## src/rtl/neopixel_refresh_ctrl.sv

```systemverilog
// rtl/neopixel_refresh_ctrl.sv - WS2812 frame refresh sequencer reading a 256x24 pixel memory
module neopixel_refresh_ctrl #(
  parameter int T0H  = 20,
  parameter int T1H  = 40,
  parameter int TBIT = 63,
  parameter int TRST = 3000
) (
  input  logic        i_clk,
  input  logic        i_rst,
  input  logic        i_start,
  input  logic [7:0]  i_base_addr,
  input  logic [7:0]  i_count,
  output logic [7:0]  o_rs_addr,
  input  logic [23:0] i_rs_data,
  output logic        o_dout,
  output logic        o_busy,
  output logic        o_done
);

  localparam int CMAX = (TBIT > TRST) ? TBIT : TRST;
  localparam int CW   = $clog2(CMAX + 1);
  localparam logic [CW-1:0] TBIT_LAST = CW'(TBIT - 1);
  localparam logic [CW-1:0] TRST_LAST = CW'(TRST - 1);
  localparam logic [CW-1:0] T0H_C     = CW'(T0H);
  localparam logic [CW-1:0] T1H_C     = CW'(T1H);

  typedef enum logic [2:0] {S_IDLE, S_LOAD, S_SEND, S_LATCH, S_DONE} state_t;

  state_t         state_q, state_d;
  logic [7:0]     base_q, base_d;
  logic [7:0]     count_q, count_d;
  logic [7:0]     pix_q, pix_d;
  logic [7:0]     addr_q, addr_d;
  logic [23:0]    sh_q, sh_d;
  logic [4:0]     bit_q, bit_d;
  logic [CW-1:0]  cyc_q, cyc_d;
  logic           dout_q, dout_d;
  logic           done_q;
  logic [7:0]     pix_inc;

  assign pix_inc = pix_q + 8'd1;

  always_comb begin
    state_d = state_q;
    base_d  = base_q;
    count_d = count_q;
    pix_d   = pix_q;
    sh_d    = sh_q;
    bit_d   = bit_q;
    cyc_d   = cyc_q;
    case (state_q)
      S_IDLE: begin
        if (i_start) begin
          base_d  = i_base_addr;
          count_d = i_count;
          pix_d   = 8'd0;
          cyc_d   = '0;
          state_d = (i_count == 8'd0) ? S_LATCH : S_LOAD;
        end
      end
      S_LOAD: begin
        sh_d    = i_rs_data;
        bit_d   = 5'd23;
        cyc_d   = '0;
        state_d = S_SEND;
      end
      S_SEND: begin
        if (cyc_q == TBIT_LAST) begin
          cyc_d = '0;
          if (bit_q != 5'd0) begin
            sh_d  = {sh_q[22:0], 1'b0};
            bit_d = bit_q - 5'd1;
          end else begin
            pix_d   = pix_inc;
            state_d = (pix_inc == count_q) ? S_LATCH : S_LOAD;
          end
        end else begin
          cyc_d = cyc_q + 1'b1;
        end
      end
      S_LATCH: begin
        if (cyc_q == TRST_LAST) begin
          cyc_d   = '0;
          state_d = S_DONE;
        end else begin
          cyc_d = cyc_q + 1'b1;
        end
      end
      S_DONE: state_d = S_IDLE;
      default: state_d = S_IDLE;
    endcase
  end

  // Address and line level are computed for the upcoming cycle so both are registered
  // yet the memory sees the address during LOAD and the first high lands right after it.
  always_comb begin
    addr_d = (state_d == S_LOAD) ? (base_d + pix_d) : addr_q;
    dout_d = (state_d == S_SEND) && (cyc_d < (sh_d[23] ? T1H_C : T0H_C));
  end

  always_ff @(posedge i_clk or posedge i_rst) begin
    if (i_rst) begin
      state_q <= S_IDLE;
      base_q  <= 8'd0;
      count_q <= 8'd0;
      pix_q   <= 8'd0;
      addr_q  <= 8'd0;
      sh_q    <= 24'd0;
      bit_q   <= 5'd0;
      cyc_q   <= '0;
      dout_q  <= 1'b0;
      done_q  <= 1'b0;
    end else begin
      state_q <= state_d;
      base_q  <= base_d;
      count_q <= count_d;
      pix_q   <= pix_d;
      addr_q  <= addr_d;
      sh_q    <= sh_d;
      bit_q   <= bit_d;
      cyc_q   <= cyc_d;
      dout_q  <= dout_d;
      done_q  <= (state_q == S_DONE);
    end
  end

  assign o_rs_addr = addr_q;
  assign o_dout    = dout_q;
  assign o_busy    = (state_q != S_IDLE);
  assign o_done    = done_q;

endmodule
```

## config.mk

```make
export PLATFORM = sky130hd
export DESIGN_NAME = neopixel_refresh_ctrl
export DESIGN_NICKNAME = d
export VERILOG_FILES = /design/src/rtl/neopixel_refresh_ctrl.sv
export SDC_FILE = /design/constraint.sdc
export NUM_CORES = 1
export LEC_CHECK = 0
export CAP_MARGIN = 40
export CORE_MARGIN = 2
export CORE_UTILIZATION = 40
export CTS_CLUSTER_SIZE = 12
export DETAILED_ROUTE_END_ITERATION = 8
export MAX_ROUTING_LAYER = met4
export PLACE_DENSITY = 0.69
export SLEW_MARGIN = 20
export SYNTH_ARGS = -nofsm -noshare
export SYNTH_HDL_FRONTEND = slang
export SYNTH_SLANG_ARGS = --single-unit
```

## constraint.sdc

```tcl
create_clock -name i_clk -period 6.6 [get_ports i_clk]
set_clock_uncertainty 0.1 [all_clocks]
set_input_delay 1.32 -clock i_clk [delete_from_list [all_inputs] [get_ports i_clk]]
set_output_delay 1.32 -clock i_clk [all_outputs]
set_load 0.02 [all_outputs]
```

==> results.md, run 1 <==
* Top-area cell type share of the netlist area at 46.37%
* Post-CTS setup buffers at 0
* Seq/Total Area, Yosys at 46.37%
* Fin crit period at 4.336 ns
* Initial Util at 40.95%
* Critical path type: input pin to flip-flop
* TritonCTS Buffers at 9
* CTS Buffer Depth at 2
* Largest net degree at the start of global routing at 42
* Switch Pwr at 0.1961 mW
* CTS tree: yes
* DP HPWL at 6.777 mm
* Sequential power share at 54.1%
* Critical path's most frequent cell: o21ai_0
* Fin util at 49.45%
* Crit path cell chain: clkdlybuf4s50_1, and2_1, nor2_1, o21ai_0, o21ai_0, ha_1, a21oi_1, nor2b_1, o21ai_0, a211o_1, or3_1, a31oi_1
* Mean number of vias per cell at 5.364
* TNS Setup at 0 ns
* CTS sink count at 78
* Status: finished, final reports clean
* Final slew viol count at 0
* Die area at 11360 um2
* Cells after Synth at 448
* Critical Path Fanout Max at 18
* Final Hold Fails at 0
* Buffers on Ports at 53
* Post-synthesis sequential element count at 78
* Clk Latency, worst-skew pair at 0.36 ns
* Pwr/cell area at 173.6 nW/um2
* Via count at 3433
* Count of antenna-violating nets left after detailed routing at 0
* Final setup fails at 0
* Leading cell type in the layout, fill and taps excluded: nand2_1
* Layout fillers at 995
* Final Non-Filler Cells at 640
* Worst path arrival time at 4.52 ns
* Antenna cells at 0
* Site Rows at 37
* Ys flop type: dfrtp_1
* Total wire length at 9.382 mm
* Initial antenna violation count at 0
* Clock slew at reported path FFs at 0.08 ns
* Post-route DRC at 0
* Period utilisation layout at 65.70%
* Min Hold Slack at 0.3806 ns
* Die H at 106.6 um
* Syn nets at 507
* # hold bufs at CTS at 0
* Internal at 0.6861 mW
* Post-Syn Area per Cell at 9.395 um2
* DR WL/cell at 14.66 um
* Worst setup margin at 2.264 ns
* IO Pins at 54
* HP Class: flip-flop to flip-flop
* Most frequent cells in the layout: nand2_1, dfrtp_1, clkdlybuf4s50_1, o21ai_0, a22oi_1
* RSZ-0062 raised after global routing: false
* Max_slew headroom at 53.69%
* H-tree Lvls at 3
* Pre-Repair DR Iteration Count at 4
* Share of flip-flops with an asynchronous set or reset at 100.0%
* Synth warn at 0
* Grt total ovfl at 0
* Top post-synthesis cells by area: dfrtp_1, nand2_1, ha_1
* DP Cell Count at 624
* Leading area contributor after synthesis: dfrtp_1
* Sw Share at 22.22%
* Critical path's largest stage delay at 0.58 ns
* Layout area overhead at 20.75%
* Initial DRC count at 180
* GRT Util Overall at 18.17%
* Slowest cell on crit path: and2_1
* VDD IR max at 0.00007695 V
* Setup slack at placement at 1.906 ns
* Yosys cell types at 56
* First-pass GRT wire length at 15.99 mm
* Placer Congestion at 0.8444
* Least-Margin Pin Slew at 0.6849 ns
* Worst setup SP type: input pin
* Die Wd at 106.6 um
* Clk root buf: clkbuf_8
* Max Cap Viol at 0
* Vias in the first global route at 3348
* Post-cts gate resize count at 0
* Core Footprint at 10280 um2
* Clk network pwr share at 41.6%
* Highest clock rate at 0.2306 GHz
* Layout cell share with drive strength beyond 1 at 8.532%
* Combinational power share at 4.3%
* Post-synth EDFFs at 0
* CP endpoint kind: flip-flop
* Post-synthesis cell area at 4209 um2
* Leakage at 2.269 nW
* Critical path required time at 6.78 ns
* Nets at 558
==> power by group through the flow <==
stage,registers [mW],logic [mW],clock network (mW)
after floorplan,0.487,0.00746,0
after global placement,0.487,0.0373,0
after detailed placement,0.487,0.0388,0
after CTS,0.477,0.0389,0.376
after global routing,0.477,0.0417,0.396
final,0.477,0.0379,0.367
==> synthesized netlist by cell type, types with 8 or more instances <==
| master | instances |
|---|---|
| nor3_1 | 9 |
| a21oi_1 | 10 |
| and3_1 | 10 |
| a22oi_1 | 23 |
| o21ai_0 | 24 |
| nand2_1 | 112 |
| a21o_1 | 8 |
| dfrtp_1 | 78 |
| xnor2_1 | 16 |
| nor2_1 | 19 |
| nand3_1 | 11 |
| ha_1 | 15 |
| inv_1 | 15 |
| clkbuf_1 | 12 |
==> final cells by class <==
type | count | area [um2] | share of cell area (%)
Clock inverter | 5 | 58.81 | 1.157
Inverter | 16 | 60.06 | 1.182
Clock buffer | 11 | 141.4 | 2.782
Timing Repair Buffer | 58 | 580.6 | 11.42
Sequential cell | 78 | 1952 | 38.40
Tap cell | 136 | 170.2 | 3.348
Multi-Input combinational cell | 336 | 2120 | 41.70
==> kinds of logic after synthesis <==
| logic type | count (synthesis) | share of synthesized area, % |
|---|---|---|
| and+or+nand+nor | 200 | 23.81 |
| muxes | 9 | 2.319 |
| DFF | 78 | 46.37 |
| xor gates and xnor gates | 20 | 4.162 |
| buffers and inverters | 34 | 3.270 |
| AOI/OAI and AO/OA | 91 | 15.13 |
| adders and majority gates | 16 | 4.935 |
==> per-stage QoR <==
step,total power [mW],cell area [um2]
final,0.8822,5082
after global routing,0.9155,5082
after CTS,0.8920,5082
after detailed placement,0.5257,4882
after global placement,0.5243,4862
after floorplan,0.4945,4209
==> path summary, 6_finish.rpt <==
path / startpoint / endpoint / slack [ns] / depth (start not counted)
setup / recovery: i_start / o_rs_addr[7] / 2.26 / 12
hold / removal: sh_q[8] / sh_q[8] / 0.38 / 2
setup reg to reg: bit_q[0] / o_rs_addr[7] / 2.72 / 15
hold reg to reg: sh_q[8] / sh_q[8] / 0.38 / 2
max in group asynchronous: i_rst / cyc_q[9] / 4.53 / 3
min in group asynchronous: i_rst / o_rs_addr[2] / 1.09 / 2
==> critical path: cells and delay by family <==
kind            cells  cell delay [ns]
simple gates        4             1.29
buf+inv             1             0.49
compound gates      6             1.01
fa+ha+maj           1             0.38
==> flip-flops by register name, summed over array words and instances, names as in the netlist <==
signal	cells
sh_q	24
cyc_q	12
base_q	8
count_q	8
o_rs_addr	8
pix_q	8
bit_q	5
state_q	3
o_done	1
o_dout	1
==> routing by layer <==
| layer | track usage, % | share of wire, % | vias to the layer above |
|---|---|---|---|
| met5 | - | 0 | - |
| met4 | 6.122 | 1.6 | 0 |
| met3 | 3.891 | 4.8 | 11 |
| met2 | 27.16 | 47 | 76 |
| met1 | 24.72 | 47 | 1671 |
| li1 | - | - | 1675 |
Note: power is estimated with default switching activity, not from simulation.
==> run 2: changes to the inputs <==
--- a/config.mk
+++ b/config.mk
@@ -11,7 +11,7 @@
 export CTS_CLUSTER_SIZE = 12
 export DETAILED_ROUTE_END_ITERATION = 8
 export MAX_ROUTING_LAYER = met4
-export PLACE_DENSITY = 0.69
+export PLACE_DENSITY = 0.71
 export SLEW_MARGIN = 20
 export SYNTH_ARGS = -nofsm -noshare
 export SYNTH_HDL_FRONTEND = slang
==> constraint.sdc (replaced) <==
create_clock -name i_clk -period 3.6 [get_ports i_clk]
set_clock_uncertainty 0.1 [all_clocks]
set_input_delay 0.72 -clock i_clk [delete_from_list [all_inputs] [get_ports i_clk]]
set_output_delay 0.72 -clock i_clk [all_outputs]
set_load 0.02 [all_outputs]
==> run 2 against run 1 <==
Effect of this change:
- sequential power rose by 83%
- first-iteration DRC count rose by 37%
- non-clock buffer count up 30
- combinational power up 84%
- routed wire length grew 11%
- sequential share of layout area fell by 2.2 points
- final cell count increased by 4.7%
- core utilization grew 3.0 points
- die area unchanged
- power up 93%
==> results.md, run 2 (same netlist as run 1, synthesis figures left out) <==
* Status: finished, final reports clean
* Fin util at 52.45%
* Die area at 11360 um2
* Worst reg2reg path depth at 15
* Via count at 3615
* Post-route DRC at 0
* VDD IR max at 0.0001931 V
* Critical path required time at 3.78 ns
* CTS tree: yes
* DP Cell Count at 645
* Biggest register: sh_q
* Setup slack at placement at 0.01707 ns
* Worst setup SP type: flip-flop
* Mean number of vias per cell at 5.396
* Clock slew at reported path FFs at 0.09 ns
* Pwr Total at 1.705 mW
* GRT Util Overall at 19.79%
* CP endpoint kind: flip-flop
* Largest registers: sh_q (24), cyc_q (12)
* DR WL/cell at 15.58 um
* Critical Path Fanout Max at 5
* Antenna cells at 0
* Grt total ovfl at 0
* Most frequent cells in the layout: nand2_1, dfrtp_1, clkdlybuf4s50_1, buf_4, a22oi_1
* Placer Congestion at 0.9477
* CTS Buffer Depth at 2
* Vias in the first global route at 3604
* Worst setup margin at 0.1360 ns
* Site Rows at 37
* Pre-Repair DR Iteration Count at 5
* Max_slew headroom at 51.42%
* Final Non-Filler Cells at 670
* DP HPWL at 7.579 mm
* IO Pins at 54
* Pwr/cell area at 316.2 nW/um2
* Initial antenna violation count at 0
* Switch Pwr at 0.3728 mW
* First-pass GRT wire length at 17.49 mm
* Core Footprint at 10280 um2
* Total wire length at 10.44 mm
* Combinational power share at 4.1%
* Die H at 106.6 um
* Initial Util at 40.95%
* Internal at 1.332 mW
* Layout area overhead at 28.06%
* RSZ-0062 raised after global routing: true
* Buffers on Ports at 53
* Highest clock rate at 0.2887 GHz
* Clk Latency, worst-skew pair at 0.37 ns
* Max Cap Viol at 0
* Initial DRC count at 246
* Clk network pwr share at 44.6%
* TritonCTS Buffers at 9
* Layout cell share with drive strength beyond 1 at 16.10%
* Final Hold Fails at 0
* TNS Setup at 0 ns
* Largest net degree at the start of global routing at 37
* H-tree Lvls at 3
* Die Wd at 106.6 um
* Count of antenna-violating nets left after detailed routing at 0
* Fin crit period at 3.464 ns
* Leading cell type in the layout, fill and taps excluded: nand2_1
* Period utilisation layout at 96.22%
* Clk root buf: clkbuf_8
* Leakage at 2.434 nW
* Least-Margin Pin Slew at 0.7276 ns
* Hold depth at 2
* Worst path arrival time at 3.64 ns
* Final slew viol count at 0
* CTS sink count at 78
* Sequential power share at 51.3%
* HP Class: flip-flop to flip-flop
* Nets at 588
* Critical path type: flip-flop to flip-flop
* Sw Share at 21.87%
* Max reg flops at 24
* Final setup fails at 0
* # hold bufs at CTS at 0
run 2: worst max-delay path: stages, from the launching register on:
cell and delay (ns):
dfrtp_1 0.40, inv_2 0.10, ha_4 0.13, or4b_4 0.49, nor2_4 0.16, nand3_4 0.11, and3_4 0.19, a21o_1 0.18
ha_1 0.28, a21o_1 0.11, a21oi_1 0.08, nor2b_1 0.16, o21ai_2 0.09, a211o_1 0.30, or3_1 0.30, a31oi_1 0.18
run 2: power groups by stage:
stage          clock network, mW  logic [mW]  registers, mW
2_1_floorplan                  0      0.0137          0.893
3_3_place_gp                   0      0.0699          0.893
3_5_place_dp                   0      0.0711          0.893
4_1_cts                    0.775      0.0712          0.875
5_1_grt                    0.816      0.0758          0.875
6_report                   0.760      0.0696          0.875
run 2: cell type report:
cell class	instances	area (um2)
inverters	16	60.06
fillers	954	4887
clock inverters	6	90.09
multi-input cells	336	2187
well taps	136	170.2
repair buffers	88	793.3
clock buffers	10	137.6
flip-flops and latches	78	1952
run 2: final timing paths:
| path | endpoint | from | slack [ns] |
|---|---|---|---|
| max in group asynchronous | count_q[5] | i_rst | 1.99 |
| hold / removal | sh_q[14] | sh_q[14] | 0.38 |
| min in group asynchronous | cyc_q[6] | i_rst | 0.70 |
| setup / recovery | o_rs_addr[7] | bit_q[0] | 0.14 |
| hold reg to reg | sh_q[14] | sh_q[14] | 0.38 |
| setup reg to reg | o_rs_addr[7] | bit_q[0] | 0.14 |
run 2: layer usage:
layer | vias to the layer above | GRT usage [%] | wire, um
met3 | 13 | 2.432 | 452
li1 | 1737 | - | -
met2 | 90 | 31.12 | 5156
met4 | 0 | 7.421 | 177
met1 | 1775 | 26.48 | 4653
met5 | - | - | 0
run 2: metrics by stage:
| stage | cell area (um2) | hold slack (ns) |
|---|---|---|
| floorplan | 4209 | 0.3464 |
| global placement | 5027 | 0.3585 |
| detailed placement | 5027 | 0.3635 |
| CTS | 5269 | 0.3854 |
| global route | 5390 | 0.4135 |
| finish | 5390 | 0.3836 |
run 2: repair_timing:
action | in CTS | in global routing
setup endpoints to repair | 2 | 4
hold endpoints to repair | 0 | 0
buffers inserted | 1 | 8
pin swaps | 0 | 8
resized for setup | 2 | 18
==> run 3: changes to the inputs <==
--- a/config.mk
+++ b/config.mk
@@ -6,12 +6,14 @@
 export NUM_CORES = 1
 export LEC_CHECK = 0
 export CAP_MARGIN = 40
-export CORE_MARGIN = 2
-export CORE_UTILIZATION = 40
+export CELL_PAD_IN_SITES_DETAIL_PLACEMENT = 0
+export CELL_PAD_IN_SITES_GLOBAL_PLACEMENT = 1
+export CORE_MARGIN = 4
+export CORE_UTILIZATION = 39
 export CTS_CLUSTER_SIZE = 12
 export DETAILED_ROUTE_END_ITERATION = 8
 export MAX_ROUTING_LAYER = met4
-export PLACE_DENSITY = 0.71
+export PLACE_DENSITY = 0.85
 export SLEW_MARGIN = 20
 export SYNTH_ARGS = -nofsm -noshare
 export SYNTH_HDL_FRONTEND = slang
==> run 3 against run 2 <==
Effect of this change:
- worst setup slack worse by 0.039 ns
- core utilization is 1.9 points lower
- die area is 10% higher
- via count is 2.7% lower
- flip-flop and latch count stayed put
==> results.md, run 3 (same netlist as run 1, synthesis figures left out) <==
* Status: finished, final reports clean
* Critical path's largest stage delay at 0.51 ns
* H-tree Lvls at 3
* Leakage at 2.389 nW
* Biggest register: sh_q
* Largest net degree at the start of global routing at 33
* Most frequent cells in the layout: nand2_1, dfrtp_1, clkdlybuf4s50_1, buf_4, a22oi_1
* Clock slew at reported path FFs at 0.08 ns
* Final Hold Fails at 0
* Worst setup SP type: flip-flop
* Pwr/cell area at 289.4 nW/um2
* Layout area overhead at 25.21%
* VDD IR max at 0.0002014 V
* CP top delay family: simple AND/OR/NAND/NOR gates
* Largest registers: sh_q (24), cyc_q (12)
* Placer Congestion at 0.9451
* Pwr Total at 1.525 mW
* Worst path arrival time at 3.63 ns
* Clk Latency, worst-skew pair at 0.35 ns
* Slowest cell on crit path: or4b_4
* Final slew viol count at 0
* Critical path required time at 3.73 ns
* TritonCTS Buffers at 9
* CTS Buffer Depth at 2
* Leading cell type in the layout, fill and taps excluded: nand2_1
* Critical path type: flip-flop to flip-flop
* Critical path's most frequent cell: a21o_1
* RSZ-0062 raised after global routing: true
* CP endpoint kind: flip-flop
* Core Footprint at 10420 um2
* GRT Util Overall at 16.64%
* Max reg flops at 24
* Hold Startpoint: sh_q[15]
* Critical Path Fanout Max at 5
* HP Class: flip-flop to flip-flop
* Clk root buf: clkbuf_8
* WP buf/inv at 1
* Vias in the first global route at 3404
* IO Pins at 54
* Post-route DRC at 0
* DR WL/cell at 15.08 um
* Mean number of vias per cell at 5.306
* Pre-Repair DR Iteration Count at 4
* Nets at 581
* Worst R2R Setup Slack at 0.1 ns
* Fin crit period at 3.503 ns
* Hold depth at 2
* Max_slew headroom at 61.69%
* Min Hold Slack at 0.3792 ns
* Initial DRC count at 204
* Least-Margin Pin Slew at 0.5728 ns
* WHS Endpoint: sh_q[15]
* FF-to-FF Start: bit_q[1]
* Grt total ovfl at 0
* R2R Path End: o_rs_addr[5]
* First-pass GRT wire length at 16.76 mm
* Die H at 111.9 um
* Initial antenna violation count at 0
* Period utilisation layout at 97.30%
* CTS tree: yes
* CTS sink count at 78
* Final Instance Area at 5270 um2
* Final setup fails at 0
* Worst reg2reg path depth at 15
* Highest clock rate at 0.2855 GHz
* Via count at 3518
* Die area at 12520 um2
* Initial Util at 40.41%
* Max Cap Viol at 0
* Antenna cells at 0
* Die Wd at 111.9 um
* Crit path cell chain: inv_2, ha_2, or4b_4, nor2_4, nand3_4, and3_4, a21o_1, ha_1, a21o_1, a21oi_1, nor2b_1, o21ai_1, nor2b_2, xnor2_1, mux2_2
* Cell Area, Placed at 5010 um2
* Layout cell share with drive strength beyond 1 at 14.04%
* Buffers on Ports at 53
* Site Rows at 37
* Count of antenna-violating nets left after detailed routing at 0
* DP HPWL at 7.375 mm
* Total wire length at 10.00 mm
-- run 3: changes by cell type in the layout (fill, tap and decap cells not counted), moves of 2 or more --
cell	before	now
o21ai_2	3	0
clkinv_2	1	3
o21ai_0	19	21
buf_4	35	27
inv_6	2	0
bufinv_16	2	0
clkbuf_1	0	2
-- run 3: layout make-up --
class                           instances  area [um2]
Inverter                               16       60.06
Timing Repair Buffer                   81       753.2
Multi-Input combinational cell        336        2167
Clock buffer                           12       145.1
Fill cell                             964        5146
Clock inverter                          4       22.52
Tap cell                              136       170.2
Sequential cell                        78        1952
-- run 3: tightest hold or removal path, cell delays in order (launching register included) --
cell and delay, ns:
dfrtp_1 0.34, nand2_1 0.05, nand2_1 0.06
-- run 3: worst max path at each step --
stage | start | end | slack, ns | depth (start not counted)
2_1_floorplan | bit_q[0] | o_rs_addr[7] | 0.28 | 15
3_3_place_gp | i_start | o_rs_addr[6] | 0.04 | 15
3_5_place_dp | i_start | o_rs_addr[6] | 0.007 | 15
4_1_cts | bit_q[0] | o_rs_addr[6] | 0.03 | 18
5_1_grt | bit_q[1] | o_rs_addr[5] | -0.13 | 15
6_report | bit_q[1] | o_rs_addr[5] | 0.1 | 15
-- run 3: report_power, final --
group	leakage [nW]	switching, mW	internal [mW]	total [mW]
sequential	0.897	0	0.875	0.875
combinational	1.41	0.0263	0.0433	0.0696
clock	0.0861	0.314	0.266	0.580
-- run 3: layer usage --
metal / track usage [%] / part of all wire (%)
met1: 22.98 / 45
met2: 24.70 / 48
met5: - / 0
met3: 3.098 / 5.0
met4: 5.515 / 1.9
-- run 3: through the flow --
| stage | utilization, % | setup TNS (ns) | cells | setup slack (ns) |
|---|---|---|---|---|
| detailed placement | 48.10 | 0 | 641 | 0.006813 |
| CTS | 49.71 | 0 | 657 | 0.03092 |
| global placement | 48.10 | 0 | 641 | 0.04435 |
| global route | 50.59 | -0.1912 | 663 | -0.1280 |
| finish | 50.59 | 0 | 663 | 0.09706 |
| floorplan | - | 0 | 448 | 0.2754 |
-- run 3: repair_timing --
item                       CTS  global route
hold buffers                 0             0
setup endpoints to repair    0             4
resized for setup            0            14
buffers inserted             0             6
